===== config.mk =====
export PLATFORM = sky130hd
export DESIGN_NAME = alu_arbiter
export DESIGN_NICKNAME = d
export VERILOG_FILES = /design/src/rtl/alu_arb_pkg.sv /design/src/rtl/rr_arb2.sv /design/src/rtl/alu_arbiter.sv
export SDC_FILE = /design/constraint.sdc
export NUM_CORES = 1
export LEC_CHECK = 0
export CORE_MARGIN = 8
export CORE_UTILIZATION = 42
export CTS_BUF_LIST = sky130_fd_sc_hd__clkbuf_8
export CTS_CLUSTER_SIZE = 25
export DETAILED_ROUTE_END_ITERATION = 16
export PLACE_DENSITY = 0.92
export SLEW_MARGIN = 10
export SYNTH_ARGS = -nofsm -noshare
export SYNTH_HDL_FRONTEND = slang
export SYNTH_SLANG_ARGS = --single-unit

===== constraint.sdc =====
create_clock -name clk -period 5.6 [get_ports clk]
set_clock_uncertainty 0.1 [all_clocks]
set_input_delay 1.12 -clock clk [delete_from_list [all_inputs] [get_ports clk]]
set_output_delay 1.12 -clock clk [all_outputs]
set_load 0.01 [all_outputs]

===== src/rtl/alu_arb_pkg.sv =====
// Shared types and constants for the two-requester ALU arbiter.
// Holds the FSM state encoding and the ALU operation codes seen on alu_op.
package alu_arb_pkg;

    typedef enum logic [1:0] {
        IDLE = 2'd0,
        EXEC = 2'd1,
        RESP = 2'd2
    } state_e;

    localparam logic [3:0] OP_AND = 4'b0000;
    localparam logic [3:0] OP_OR  = 4'b0001;
    localparam logic [3:0] OP_ADD = 4'b0010;
    localparam logic [3:0] OP_SUB = 4'b0011;
    localparam logic [3:0] OP_EQ  = 4'b1000;
    localparam logic [3:0] OP_XOR = 4'b1001;
    localparam logic [3:0] OP_LT  = 4'b1100;

    // Requester index to one-hot two-bit vector.
    function automatic logic [1:0] onehot2(input logic idx);
        logic [1:0] vec;
        if (idx) begin
            vec = 2'b10;
        end else begin
            vec = 2'b01;
        end
        return vec;
    endfunction

endpackage


===== src/rtl/rr_arb2.sv =====
// Two-way round-robin grant: a lone requester always wins, a tie goes to prio.
// Purely combinational; the pointer itself lives in the parent FSM.
module rr_arb2
    import alu_arb_pkg::*;
(
    input  logic [1:0] req_valid,
    input  logic       prio,
    output logic [1:0] grant
);

    // Grant decode from the valid pair and the priority pointer
    always_comb begin
        grant = 2'b00;
        case (req_valid)
            2'b01:   grant = 2'b01;
            2'b10:   grant = 2'b10;
            2'b11:   grant = onehot2(prio);
            default: grant = 2'b00;
        endcase
    end

endmodule


===== src/rtl/alu_arbiter.sv =====
// Arbitrates two requesters onto one shared external ALU, one operation in flight.
// Operands are held in registers so the ALU inputs never follow requester wiggles.
module alu_arbiter
    import alu_arb_pkg::*;
#(
    parameter int DATA_WIDTH    = 32,
    parameter int OPCODE_LENGTH = 4
) (
    input  logic                     clk,
    input  logic                     reset,
    input  logic [1:0]               req_valid,
    output logic [1:0]               req_ready,
    input  logic [DATA_WIDTH-1:0]    req_srca0,
    input  logic [DATA_WIDTH-1:0]    req_srca1,
    input  logic [DATA_WIDTH-1:0]    req_srcb0,
    input  logic [DATA_WIDTH-1:0]    req_srcb1,
    input  logic [OPCODE_LENGTH-1:0] req_op0,
    input  logic [OPCODE_LENGTH-1:0] req_op1,
    output logic [1:0]               rsp_valid,
    input  logic [1:0]               rsp_ready,
    output logic [DATA_WIDTH-1:0]    rsp_result,
    output logic [DATA_WIDTH-1:0]    alu_srca,
    output logic [DATA_WIDTH-1:0]    alu_srcb,
    output logic [OPCODE_LENGTH-1:0] alu_op,
    input  logic [DATA_WIDTH-1:0]    alu_result
);

    state_e                   state_r;
    state_e                   state_next_s;
    logic                     prio_r;
    logic                     owner_r;
    logic [DATA_WIDTH-1:0]    srca_r;
    logic [DATA_WIDTH-1:0]    srcb_r;
    logic [OPCODE_LENGTH-1:0] op_r;
    logic [DATA_WIDTH-1:0]    result_r;
    logic [1:0]               rsp_valid_r;
    logic [1:0]               grant_s;
    logic                     accept_s;
    logic                     rsp_hs_s;

    rr_arb2 u_rr_arb2 (
        .req_valid (req_valid),
        .prio      (prio_r),
        .grant     (grant_s)
    );

    // Handshake qualifiers for the accept and response edges
    always_comb begin
        accept_s = 1'b0;
        rsp_hs_s = 1'b0;
        if ((state_r == IDLE) && !reset) begin
            accept_s = |grant_s;
        end else begin
            accept_s = 1'b0;
        end
        if (state_r == RESP) begin
            rsp_hs_s = rsp_ready[owner_r];
        end else begin
            rsp_hs_s = 1'b0;
        end
    end

    // Ready is only offered to the granted requester while idle and out of reset
    always_comb begin
        req_ready = 2'b00;
        if ((state_r == IDLE) && !reset) begin
            req_ready = grant_s;
        end else begin
            req_ready = 2'b00;
        end
    end

    // Next-state logic
    always_comb begin
        state_next_s = state_r;
        case (state_r)
            IDLE: begin
                if (|grant_s) begin
                    state_next_s = EXEC;
                end else begin
                    state_next_s = IDLE;
                end
            end
            EXEC:    state_next_s = RESP;
            RESP: begin
                if (rsp_hs_s) begin
                    state_next_s = IDLE;
                end else begin
                    state_next_s = RESP;
                end
            end
            default: state_next_s = IDLE;
        endcase
    end

    // State, owner and round-robin pointer
    always_ff @(posedge clk) begin
        if (reset) begin
            state_r <= IDLE;
            owner_r <= 1'b0;
            prio_r  <= 1'b0;
        end else begin
            state_r <= state_next_s;
            if (accept_s) begin
                owner_r <= grant_s[1];
            end
            // The requester just served yields priority to the other one
            if (rsp_hs_s) begin
                prio_r <= ~owner_r;
            end
        end
    end

    // Operand registers loaded only on the accept edge
    always_ff @(posedge clk) begin
        if (reset) begin
            srca_r <= '0;
            srcb_r <= '0;
            op_r   <= '0;
        end else if (accept_s) begin
            if (grant_s[1]) begin
                srca_r <= req_srca1;
                srcb_r <= req_srcb1;
                op_r   <= req_op1;
            end else begin
                srca_r <= req_srca0;
                srcb_r <= req_srcb0;
                op_r   <= req_op0;
            end
        end
    end

    // Result capture at the end of EXEC and response-valid tracking
    always_ff @(posedge clk) begin
        if (reset) begin
            result_r    <= '0;
            rsp_valid_r <= 2'b00;
        end else if (state_r == EXEC) begin
            result_r    <= alu_result;
            rsp_valid_r <= onehot2(owner_r);
        end else if (rsp_hs_s) begin
            rsp_valid_r <= 2'b00;
        end
    end

    assign alu_srca   = srca_r;
    assign alu_srcb   = srcb_r;
    assign alu_op     = op_r;
    assign rsp_result = result_r;
    assign rsp_valid  = rsp_valid_r;

endmodule


==> results by group, run 1 <==
STA
  • Worst-Margin Slew: about 0.95 ns
  • Final hold violation count: 0
  • Final setup vio count: 0
  • Fmax achieved: between 200 and 300 MHz
  • RSZ-0062 raised after global routing: no
  • Worst setup margin: 1.69 ns
  • Final period util: between 60% and 70%
  • Setup TNS: 0 ns
  • Max_slew headroom: 36.3%
  • Max-slew violations: 0
  • Fin crit period: 3.91 ns

Power
  • Power per cell area: 258 nW/um2
  • Switch Pwr: 597 uW
  • Internal: 1.42 mW
  • Worst vdd ir: roughly 0.18 mV
  • Comb pwr share: 30.6%
  • Flop pwr share: 44.7%
  • Clock share of power: 24.7%
  • Switching fraction of total power: just under 30%
  • P_leak: about 2.9 nW

Global route
  • First-pass GRT wire length: ~28000 um
  • Via count of the first global-routing pass: 5220
  • GRT Util Overall: between 20% and 30%
  • Largest net degree at the start of global routing: between 100 and 150
  • Initial antenna violation count: 1
  • GR Overflow Total: 0

Detailed routing
  • Total Routed Length: 18700 um
  • Vias per inst: 5.54
  • DR DRC count: 0
  • DRT Pass-1 Iters: 5
  • Routed WL per cell: 19.3 um
  • Routed via count: 5366
  • First-iteration detailed-routing DRC count: about 630
  • Routed Antenna Nets: 0

Die
  • DIE AREA: 15200 um2
  • Core area: 11300 um2
  • Die Wd: 123 um
  • DIE HEIGHT: 123 um
  • Initial Util: 42.7%
  • # rows: 39
  • IO Pins: between 200 and 300

Critical path
  • Startpoint types: primary input
  • CP arrival: 2.69 ns
  • WP data required: around 4.4 ns
  • Critical Path Sink Type: output pin
  • CP max FO: 3
  • Critical path type: primary input to output pin

Cells and area
  • Most common cell after layout, fill and taps aside: clkdlybuf4s50_1
  • Filler cell count: 904
  • Area Growth Syn to Fin: 61.7%
  • Nets: a little under 1k
  • Layout cells sized above 1: 4.13%
  • Most frequent cells in the layout: clkdlybuf4s50_1, dfxtp_1, nand2_1, inv_1, nand2b_1
  • Post-route cell area: 7810 um2
  • Final core area utilization: between 60 and 70%

Yosys
  • Seq cells post-synth: 106
  • Post-Syn Instances: 585
  • Post-synth top area share: 43.9%
  • Syn Area/Cell: 8.26 um2
  • Synthesized net count: 759
  • Ranking of synthesized cells by area: dfxtp_1, a2111oi_0, a221oi_1
  • Sequential fraction of the synthesis area: 43.9%
  • Post-synth top area cell: dfxtp_1
  • Warnings, synthesis: 0
  • Area of the mapped netlist: 4830 um2
  • Distinct cells, synth: 22

Clock network
  • Total setup buffers inserted after CTS: 0
  • Hold buffers post-CTS: 0
  • CTS Buffer Depth: 2
  • CTS Root Cell: clkbuf_8
  • TritonCTS Buffers: 9
  • Sink Count: 106
  • Clk_lat worst skew: 0.38 ns
  • Clock-pin slew on the worst setup and hold paths: 0.10 ns
  • TritonCTS clock tree: yes
  • Cts repair resizes: 0
  • H-tree lvl count: 3

Status
  • Status: finished clean

Placed design
  • Hpwl dp: about 13000 um
  • IO buf count: 277
  • Dpl ws: 1.66 ns
  • Placed cell area: 7600 um2
  • GPL Wtd Cong: 0.826

Job
  • Max-Cap Viols: 0

Min path
  • Worst hold path type: flop to flop
[final cells by class]
class | instances | area, um2 | share of cell area [%]
inverters | 54 | 203 | 2.59
well taps | 143 | 179 | 2.29
clock inverters | 6 | 66.3 | 0.849
repair buffers | 287 | 2840 | 36.3
diodes | 2 | 5.00 | 0.0641
multi-input cells | 361 | 2260 | 28.9
flip-flops and latches | 106 | 2120 | 27.2
clock buffers | 10 | 138 | 1.76
[cells in the mapped netlist]
| cell type | count |
|---|---|
| dfxtp_1 | 106 |
| nand2_1 | 67 |
| clkbuf_1 | 60 |
| nand2b_1 | 56 |
| a21oi_1 | 54 |
| inv_1 | 54 |
| a2111oi_0 | 51 |
| a221oi_1 | 51 |
| nor2_1 | 20 |
| nor2b_1 | 18 |
| o21ai_0 | 18 |
| o31ai_1 | 17 |
| buf_6 | 3 |
| o21bai_1 | 2 |
| a21boi_1 | 1 |
| and3b_1 | 1 |
| and4b_1 | 1 |
| clkbuf_2 | 1 |
| mux2i_1 | 1 |
| o21a_1 | 1 |
| or2_1 | 1 |
| or3_1 | 1 |
[critical path, cell delays in order]
cell and delay, ns:
clkdlybuf4s50_1 0.56, a21boi_2 0.20, inv_1 0.05, nor2_1 0.14, clkdlybuf4s50_1 0.61
[metrics by stage]
stage / instances / hold slack (ns) / power [mW]
floorplan: 585 / 0.374 / 1.16
global placement: 951 / 0.340 / 1.52
detailed placement: 951 / 0.346 / 1.53
CTS: 967 / 0.360 / 2.02
global route: 968 / 0.376 / 2.11
finish: 969 / 0.358 / 2.01
[per-layer routing]
metal	global-route usage, %	wire [um]
met1	27.1	7300
met3	9.63	2350
met4	9.33	450
met2	37.7	8590
met5	0	0
[sequential cells by signal (all words and copies together), names as in the netlist]
| signal | cells |
|---|---|
| alu_srca | 32 |
| alu_srcb | 32 |
| rsp_result | 32 |
| alu_op | 4 |
| rsp_valid | 2 |
| state_r | 2 |
| owner_r | 1 |
| prio_r | 1 |
[power groups by stage]
| stage | sequential (mW) | clock, mW | combinational [mW] |
|---|---|---|---|
| floorplan | 0.956 | 0 | 0.207 |
| global placement | 0.914 | 0 | 0.606 |
| detailed placement | 0.916 | 0 | 0.616 |
| CTS | 0.900 | 0.506 | 0.619 |
| global route | 0.912 | 0.538 | 0.661 |
| finish | 0.899 | 0.497 | 0.615 |
[final timing paths]
kind	from	end	slack [ns]	cells past startpoint
min	rsp_result[14]$_SDFFE_PP0N_	rsp_result[14]$_SDFFE_PP0N_	0.36	2
min reg2reg	rsp_result[14]$_SDFFE_PP0N_	rsp_result[14]$_SDFFE_PP0N_	0.36	2
max	req_valid[0]	req_ready[0]	1.69	5
max reg2reg	state_r[1]$_SDFF_PP0_	alu_srcb[24]$_SDFFE_PP0P_	2.84	5
[logic make-up (layout without fill, tap and decap cells)]
group                  Yosys count  in the layout  synth area share [%]
other                            0              2                     0
buffers and inverters          118            357                  9.66
AO/OA/AOI/OAI                  195            195                  29.2
AND/OR/NAND/NOR                165            165                  17.0
multiplexers                     1              1                 0.207
flip-flops                     106            106                  43.9
Note: power is estimated with default switching activity, not from simulation.
==> inputs of run 2 (changes only) <==
--- a/config.mk
+++ b/config.mk
@@ -6,11 +6,11 @@
 export NUM_CORES = 1
 export LEC_CHECK = 0
 export CORE_MARGIN = 8
-export CORE_UTILIZATION = 42
+export CORE_UTILIZATION = 36
 export CTS_BUF_LIST = sky130_fd_sc_hd__clkbuf_8
 export CTS_CLUSTER_SIZE = 25
 export DETAILED_ROUTE_END_ITERATION = 16
-export PLACE_DENSITY = 0.92
+export PLACE_DENSITY = 0.85
 export SLEW_MARGIN = 10
 export SYNTH_ARGS = -nofsm -noshare
 export SYNTH_HDL_FRONTEND = slang
==> constraint.sdc (replaced) <==
create_clock -name clk -period 3.59 [get_ports clk]
set_clock_uncertainty 0.1 [all_clocks]
set_input_delay 0.718 -clock clk [delete_from_list [all_inputs] [get_ports clk]]
set_output_delay 0.718 -clock clk [all_outputs]
set_load 0.01 [all_outputs]
==> run 2 against run 1 <==
  * Critical path depth is the same
  * Total power grew 51%
  * Final cell count grew 3.3%
  * Setup slack lost 1.2 ns
  * Clock power grew 37%
  * Hold slack lost 0.0020 ns
  * Combinational power grew 56%
  * Global-route usage shrank 2.7 points
  * Via count shrank 1.8%
  * First-iteration DRC count shrank 53%
  * Wire length shrank 0.51%
  * Largest cell class unchanged
  * Highest routed layer unchanged
==> results by group, run 2 (synthesis results as in run 1) <==
Min path
  • Worst hold path type: flop to flop

Detailed routing
  • Vias per inst: 5.27
  • Routed via count: about 5.3k
  • Total Routed Length: 18600 um
  • DR DRC count: 0
  • First-iteration detailed-routing DRC count: 296
  • DRT Pass-1 Iters: 5
  • Routed WL per cell: ~19 um
  • Routed Antenna Nets: 0

Clock network
  • Sink Count: 106
  • Cts repair resizes: 0
  • TritonCTS Buffers: 9
  • Total setup buffers inserted after CTS: 0
  • TritonCTS clock tree: yes
  • CTS Buffer Depth: 2
  • Hold buffers post-CTS: 0
  • Clock-pin slew on the worst setup and hold paths: 0.10 ns
  • H-tree lvl count: 3
  • CTS Root Cell: clkbuf_8
  • Clk_lat worst skew: 0.37 ns

Placed design
  • Placed cell area: between 7000 and 8000 um2
  • IO buf count: 277
  • Hpwl dp: 12900 um
  • GPL Wtd Cong: 0.755

Critical path
  • CP arrival: 2.31 ns
  • Critical path type: primary input to output pin
  • WP data required: 2.77 ns
  • Critical Path Sink Type: output pin
  • Startpoint types: primary input
  • Worst-path cell with the longest stage delay: clkdlybuf4s50_1
  • Worst R2R Setup Slack: 0.95 ns
  • CP max FO: 3
  • Most frequent CP cell: clkdlybuf4s50_1
  • CP max stage delay: 0.59 ns
  • CP cell instances: clkdlybuf4s50_1 -> a21boi_2 -> inv_1 -> nor2_1 -> clkdlybuf4s50_1

Cells and area
  • Most common cell after layout, fill and taps aside: clkdlybuf4s50_1
  • Area Growth Syn to Fin: 62.2%
  • Filler cell count: 1138
  • ANT cells: 0
  • Layout cells sized above 1: 4.36%
  • Post-route cell area: 7830 um2
  • Most frequent cells in the layout: clkdlybuf4s50_1, dfxtp_1, nand2_1, nand2b_1
  • Nets: 994

Global route
  • Largest net degree at the start of global routing: 105
  • Via count of the first global-routing pass: 5276
  • First-pass GRT wire length: 29300 um
  • GRT Util Overall: just over 20%
  • GR Overflow Total: 0
  • Initial antenna violation count: 0

STA
  • Fin crit period: 3.13 ns
  • Max-slew violations: 0
  • Setup TNS: 0 ns
  • Fmax achieved: 319 MHz
  • Final hold violation count: 0
  • Worst-Margin Slew: ~1 ns
  • Max_slew headroom: 32.9%
  • Final setup vio count: 0
  • Final period util: between 80% and 90%
  • RSZ-0062 raised after global routing: no

Power
  • Power per cell area: 388 nW/um2
  • P_leak: 2.88 nW
  • Worst vdd ir: ~0.23 mV

Die
  • Die Wd: 132 um
  • # rows: 42
  • Core area: 13200 um2
  • DIE AREA: 17400 um2
  • DIE HEIGHT: around 130 um
  • IO Pins: 278
  • Initial Util: 36.6%

Job
  • Max-Cap Viols: 0

Status
  • Status: finished clean
-- run 2: final timing paths --
path                               start  depth (start not counted)                           to
max reg2reg        state_r[1]$_SDFF_PP0_                          5     alu_srcb[3]$_SDFFE_PP0P_
min reg2reg  rsp_result[19]$_SDFFE_PP0N_                          2  rsp_result[19]$_SDFFE_PP0N_
min          rsp_result[19]$_SDFFE_PP0N_                          2  rsp_result[19]$_SDFFE_PP0N_
max                         req_valid[0]                          5                 req_ready[0]
-- run 2: stage by stage --
step	total power [mW]	hold WS, ns	util (%)	worst slack [ns]	cells
after floorplan	1.81	0.374	-	0.897	585
after global placement	2.38	0.340	58.1	0.420	985
after detailed placement	2.40	0.347	58.1	0.438	985
after CTS	3.08	0.359	59.4	0.418	1001
after global routing	3.21	0.382	59.4	0.307	1001
final	3.04	0.356	59.4	0.459	1001
-- run 2: cell type report --
| class | instances | area, um2 | area share, % |
|---|---|---|---|
| multi-input cells | 361 | 2260 | 28.9 |
| clock buffers | 9 | 124 | 1.58 |
| inverters | 54 | 203 | 2.59 |
| clock inverters | 7 | 46.3 | 0.591 |
| flip-flops and latches | 106 | 2120 | 27.1 |
| well taps | 176 | 220 | 2.81 |
| repair buffers | 288 | 2860 | 36.5 |
-- run 2: metal layers --
layer	share of wire [%]	vias up	GRT usage, %	wire, um
met5	0	-	0	0
met4	3.0	0	8.87	561
met3	9.3	36	7.47	1720
met2	47	240	33.1	8780
met1	40	2452	24.5	7530
li1	-	2544	-	-
-- run 2: power breakdown --
| group | total (mW) | leakage (nW) | internal, mW | switching (mW) |
|---|---|---|---|---|
| Clock | 0.679 | 0.0810 | 0.250 | 0.429 |
| Combinational | 0.959 | 1.93 | 0.542 | 0.416 |
| Sequential | 1.41 | 0.879 | 1.33 | 0.0804 |
-- run 2: worst max-delay path: cells and delay by family --
kind	cells	cell delay, ns
buffers and inverters	3	1.23
AO/OA/AOI/OAI	1	0.21
AND/OR/NAND/NOR	1	0.15
